<file path="src/rtl/life_scan_reader.sv">
`default_nettype none
// ============================================================================
//  Module      : life_scan_reader
//  Description : Scan-chain readout controller for life_array_4x4. On request
//                it pauses the array, rotates all CELLS states once around the
//                scan chain (feeding every bit back in so the board is left
//                intact) and presents the captured board on a valid/ready
//                handshake, together with extinct / still-life flags.
//
//  Ports       : clk            - single clock, rising edge
//                reset          - asynchronous, active-low reset
//                req            - snapshot request, honoured only in IDLE
//                run_in         - run request from the controlling logic
//                run_out        - drives array run (forced low while busy)
//                scan           - drives array scan
//                scan_write_enb - drives array scan_write_enb
//                scan_write_val - drives array scan_write_val (recirculated)
//                scan_read_val  - tail of the array scan chain
//                busy           - high in any state other than IDLE
//                snap_valid     - snapshot available
//                snap_ready     - consumer accepts the snapshot
//                snapshot       - board state, bit i = row i/4, col i%4
//                extinct        - snapshot is all zero (valid-qualified)
//                stable         - snapshot equals previously accepted one
//
//  Revision    : 1.0 - initial release
// ============================================================================
module life_scan_reader #(
    parameter int CELLS = 16
) (
    input  logic             clk,
    input  logic             reset,
    input  logic             req,
    input  logic             run_in,
    output logic             run_out,
    output logic             scan,
    output logic             scan_write_enb,
    output logic             scan_write_val,
    input  logic             scan_read_val,
    output logic             busy,
    output logic             snap_valid,
    input  logic             snap_ready,
    output logic [CELLS-1:0] snapshot,
    output logic             extinct,
    output logic             stable
);

    localparam int c_cnt_w = (CELLS > 1) ? $clog2(CELLS) : 1;

    localparam logic [c_cnt_w-1:0] c_cnt_last = c_cnt_w'(CELLS - 1);
    localparam logic [c_cnt_w-1:0] c_cnt_one  = c_cnt_w'(1);

    localparam logic [1:0] c_st_idle  = 2'd0;
    localparam logic [1:0] c_st_pause = 2'd1;
    localparam logic [1:0] c_st_shift = 2'd2;
    localparam logic [1:0] c_st_done  = 2'd3;

    logic [1:0]         r_state;
    logic [1:0]         w_state_nxt;
    logic [c_cnt_w-1:0] r_cnt;
    logic [CELLS-1:0]   r_shreg;
    logic [CELLS-1:0]   r_prev;
    logic               r_have_prev;
    logic               w_in_shift;
    logic               w_accept;

    assign w_in_shift = (r_state == c_st_shift);
    assign w_accept   = snap_valid && snap_ready;

    always_comb begin
        w_state_nxt = r_state;
        case (r_state)
            c_st_idle:  if (req)                 w_state_nxt = c_st_pause;
            // One dead cycle so the array cannot take a generation step on
            // the same edge the first scan shift happens.
            c_st_pause:                          w_state_nxt = c_st_shift;
            c_st_shift: if (r_cnt == c_cnt_last) w_state_nxt = c_st_done;
            c_st_done:  if (w_accept)            w_state_nxt = c_st_idle;
            default:                             w_state_nxt = c_st_idle;
        endcase
    end

    always_ff @(posedge clk or negedge reset) begin
        if (!reset) begin
            r_state     <= c_st_idle;
            r_cnt       <= '0;
            r_shreg     <= '0;
            r_prev      <= '0;
            r_have_prev <= 1'b0;
        end else begin
            r_state <= w_state_nxt;

            if (w_in_shift) begin
                // First bit read is the chain tail (cell CELLS-1); after
                // CELLS shifts it has walked up to the MSB, so the register
                // ends up bit-aligned with the array.
                r_shreg <= {r_shreg[CELLS-2:0], scan_read_val};
                r_cnt   <= (r_cnt == c_cnt_last) ? '0 : (r_cnt + c_cnt_one);
            end

            if (w_accept) begin
                r_prev      <= r_shreg;
                r_have_prev <= 1'b1;
            end
        end
    end

    // The array may only advance while the reader is idle; once a snapshot
    // is pending the board is frozen until the consumer takes it.
    assign run_out        = (r_state == c_st_idle) ? run_in : 1'b0;
    assign scan           = w_in_shift;
    assign scan_write_enb = w_in_shift;
    // Recirculate the tail back into the head so the board is preserved.
    assign scan_write_val = w_in_shift & scan_read_val;

    assign busy       = (r_state != c_st_idle);
    assign snap_valid = (r_state == c_st_done);
    assign snapshot   = r_shreg;
    assign extinct    = snap_valid && (r_shreg == '0);
    assign stable     = snap_valid && r_have_prev && (r_shreg == r_prev);

endmodule
`default_nettype wire

</file>
<file path="config.mk">
export PLATFORM = sky130hd
export DESIGN_NAME = life_scan_reader
export DESIGN_NICKNAME = d
export VERILOG_FILES = /design/src/rtl/life_scan_reader.sv
export SDC_FILE = /design/constraint.sdc
export NUM_CORES = 1
export LEC_CHECK = 0
export BUFFER_PORTS_ARGS = -buffer_cell sky130_fd_sc_hd__buf_2
export CAP_MARGIN = 20
export CORE_ASPECT_RATIO = 1.75
export CORE_MARGIN = 2
export CORE_UTILIZATION = 50
export DETAILED_ROUTE_END_ITERATION = 10
export PLACE_DENSITY_LB_ADDON = 0.15
export RECOVER_POWER = 25
export SETUP_SLACK_MARGIN = 0.1
export SLEW_MARGIN = 20
export SYNTH_ARGS = -nofsm -noshare
export SYNTH_HDL_FRONTEND = slang
export SYNTH_SLANG_ARGS = --single-unit
</file>
<file path="constraint.sdc">
create_clock -name clk -period 3.54 [get_ports clk]
set_input_delay 0.708 -clock clk [delete_from_list [all_inputs] [get_ports clk]]
set_output_delay 0.708 -clock clk [all_outputs]
set_load 0.01 [all_outputs]
</file>
; ---- After elaboration in Yosys (flattened, before gate mapping)
; Cells that the tools add are included.
[word_totals]
output_inout_bits = 24
wordCells = 29
reg_bits = 39
[classes]
reduce_logical = 8
n_addsub = 1
n_bitwise = 1
eq_ne = 8
n_mux = 6
[ops]
columns = cell, count
row1 = == test 16 bit, 1
row2 = logical NOT 16 bit, 1
row3 = one-hot mux 2 bit (4 select lines), 1
row4 = two-way mux 2 bit, 3
row5 = adder 4 x 1 -> 4 bit (second input constant), 1
row6 = == test 2 bit (second input constant), 2
row7 = == test 4 bit (second input constant), 1
row8 = logical AND 1 bit, 4
row9 = two-way mux 4 bit, 1
row10 = inequality test 2 x 1 -> 1 bit (second input constant), 2
row11 = AND reduction 3 bit, 1
row12 = == test 2 x 1 -> 1 bit (second input constant), 1
row13 = logical NOT 2 bit, 1
row14 = inequality test 2 bit (second input constant), 1
row15 = nonzero test 2 bit, 1
row16 = bitwise AND 1 bit, 1
row17 = two-way mux 1 bit, 1

; ---- Logic depth before layout (Yosys ltp)
[logic_depth]
word_depth = 4
depth_mapped = 7

; ---- Worst setup path before layout
; Ideal clock, no wire load.
[synth_timing]
path_kind = flip-flop to output port
startpoint = register r_shreg[3], in the netlist snapshot[3]
endpoint = output port stable
stages_incl_launch_ff = 5
arrival_ns = 1.461
path_slack_ns = 1.371
path_buffers = 0
path_cell_list = dfrtp_1 -> xnor2_1 -> nand4_1 -> or4_1 -> nor4_2
[synth_via]
elab_chain_len = 2
[synth_lines]
columns = item, line_no
row1 = "start, declared", 61  ; logic [CELLS-1:0] r_shreg;
row2 = "start signal, assigned", 97  ; r_shreg <= {r_shreg[CELLS-2:0], scan_read_val};
row3 = == test 16 bit, 120  ; assign stable = snap_valid && r_have_prev && (r_shreg == r_prev);
row4 = logical AND 1 bit, 120
row5 = "end, declared", 45  ; output logic stable
; No other way between the ends.

; ---- Worst setup path after layout
; Same ends and word-level chain as after synthesis.

==> summary.txt <==
Status
  • Status: complete, but fails checks
  • Failing checks: max-capacitance violations, max-slew violations

CTS
  • Root Driver: clkbuf_8
  • Clock transition at the registers of the reported paths: around 0.070 ns
  • Clk buf depth: 2
  • Hold Buf Count CTS: 0
  • Clk Latency, worst-skew pair: about 0.29 ns
  • Setup Fix Bufs, Post-CTS: 0
  • CTS Buf Count: 5
  • CTS tree: done
  • Clock sinks: 39
  • Count of cells resized by post-cts repair: 0
  • CTS H-tree lvls: 2

Synth
  • Syn Area/Cell: around 13 um2
  • Post-synth top flop: dfrtp_1
  • Count of different cell masters after synthesis: 22
  • Post-synthesis register bit count: 39
  • Warnings from Yosys: 0
  • Top cell type's share of synthesized area: 0.5478
  • Seq/Total Area, Yosys: 0.5478
  • Net Count, Synth: ~140
  • Post-synth top area cell: dfrtp_1
  • Post-Syn Instances: 133
  • EDFF count, synth: 0
  • Synthesized area: between 1500 and 2000 um2
  • Post-synth top cells: 39 x dfrtp_1, 34 x mux2_2, 14 x xnor2_1
  • Synth area leaders: dfrtp_1 55%, mux2_2 21%, xnor2_1 6.9%, ha_1 3.5%, nand4_1 1.8%
  • Most common cell in the netlist: dfrtp_1
  • Asr flop ratio synth: 1.000

Die
  • Die H: between 80 and 90 um
  • Initial core utilization: 0.5243
  • Die Width: around 50 um
  • Row count: 28
  • Top Ports: 30
  • Die ar.: 4076 um2
  • Core box area: ~3400 um2

Drt
  • DRT antenna net count: 0
  • Wire length per cell: 16.01 um
  • Pre-Repair DR Iteration Count: 3
  • Routed wire length: ~3300 um
  • Vias: 1138
  • Drt initial violations: 21
  • DRC viols: 0
  • Via density: approximately 5.4

Timing
  • Worst-Margin Slew: about 2.0 ns
  • Setup TNS: 0 ns
  • Final hold violation count: 0
  • Worst slew margin relative to its limit: -0.3432
  • Clk_skew: roughly 0.0064 ns
  • Max-slew violations: 40
  • Part of the cycle the worst path needs: 0.7478
  • RSZ-0062 raised after global routing: false
  • Final setup violation count: 0
  • PnR worst setup slack: 0.8930 ns
  • F_max: approximately 380 MHz
  • WHS: roughly 0.48 ns
  • Post-layout min period: roughly 2.6 ns

Worst setup path
  • Worst Setup EP: stable
  • CP max FO: 6
  • Max incr delay on CP: approximately 0.55 ns
  • Required @ worst endpoint: 2.83 ns
  • Critical Path Start: snapshot[3]
  • Worst EP arrival: 1.94 ns
  • Worst Setup End Kind: output pin
  • Reg-to-Reg Start: r_state[0]
  • R2R Path End: r_state[1]
  • R2R depth: 5
  • Worst R2R Setup Slack: roughly 1.6 ns
  • Critical path's slowest cell: or4_1
  • CP cell instances: xnor2_1 -> nand4_1 -> or4_1 -> nor4_2 -> buf_2
  • Critical path class: flop to output pin
  • Startpoint Class: flop

Place
  • Post-DP HPWL: between 2000 and 2500 um
  • Post-DP Area: approximately 2000 um2
  • Pre-CTS setup slack: around 1.2 ns
  • GP Congestion: 0.7391
  • IO Port Bufs: 29

GRT
  • First-pass GRT wire length: roughly 5700 um
  • Largest net degree at the start of global routing: 40
  • Congestion Overflow GR: 0
  • Vias in the first global route: between 1000 and 1500
  • Tot GR Track Use: 0.1849
  • Initial antenna violation count: 0

Final layout
  • Layout area overhead: 14.26%
  • Filler instances: around 300
  • Nets: around 180
  • Share of cells above drive strength 1: 0.4207
  • Final Cell Area: a little over 2000 um2
  • Antenna Cells: 0

Hold path
  • HP Class: flop to flop
  • Worst Hold Depth: 1

Pwr
  • PwrDens: 975.6 nW/um2
  • Final Total Pwr: ~2 mW
  • VDD IR max: about 0.67 mV
  • Leakage: 0.9405 nW

Flow run
  • Max Cap Viol: 1
==> logic make-up after synthesis <==
family                   after synthesis  synth area share
adder cells (fa/ha/maj)                5           0.03511
AND/OR/NAND/NOR                       21           0.07022
buffers and inverters                 10           0.02528
XOR/XNOR                              17           0.08357
AO/OA/AOI/OAI                          7           0.02317
multiplexers                          34            0.2149
flip-flops                            39            0.5478
==> through the flow <==
stage               instances  utilization
floorplan                 133            -
global placement          203       0.5781
detailed placement        203       0.5781
CTS                       209       0.5994
global route              209       0.5990
finish                    209       0.5990
==> flip-flops by register name (all words and copies together), names as in the netlist <==
register,flops
r_cnt,4
r_have_prev,1
r_prev,16
r_state,2
snapshot,16
==> power by group <==
| part | leakage [nW] | total [mW] | switching, mW | internal (mW) |
|---|---|---|---|---|
| logic | 0.420 | 0.840 | 0.373 | 0.467 |
| registers | 0.483 | 0.875 | 0.226 | 0.650 |
| clock network | 0.0371 | 0.270 | 0.139 | 0.131 |
| total | 0.941 | 1.99 | 0.738 | 1.25 |
==> cell type report <==
cell class                      count  area [um2]  area share
Sequential cell                    39       975.9      0.4794
Multi-Input combinational cell     84       760.7      0.3737
Timing Repair Buffer               30       151.4     0.07437
Clock buffer                        6       72.57     0.03565
Tap cell                           45       56.30     0.02766
Inverter                            5       18.77    0.009219
==> placed cells by master (no fill, tap or decap), drive strengths merged <==
master and count:
a21oi 2, and2 2, buf 29, clkbuf 7
dfrtp 39, ha 5, inv 5, mux2 34
nand2 3, nand2b 1, nand3 3, nand4 5
nor2 1, nor4 5, o21ai 3, o22ai 1
o32a 1, or4 1, xnor2 14, xor2 3
==> worst max-delay path, delay by kind of cell, from the launching register on <==
kind	cells	cell delay (ns)
buffers and inverters	1	0.17
and+or+nand+nor	3	0.83
xor gates and xnor gates	1	0.19
DFF	1	0.47
==> worst min-delay path by stage <==
stage | end | from
floorplan | r_cnt[0] | reset
global placement | r_have_prev | r_have_prev
detailed placement | r_have_prev | r_have_prev
CTS | r_have_prev | r_have_prev
global route | r_have_prev | r_have_prev
finish | r_have_prev | r_have_prev
==> metal layers <==
layer / track usage / vias up / wire length (um)
li1: - / 528 / -
met1: 0.2147 / 577 / 1328
met2: 0.3170 / 26 / 1810
met3: 0.04496 / 7 / 146
met4: 0.07792 / 0 / 60
met5: 0 / - / 0
Power figures use the tool's default switching activity.
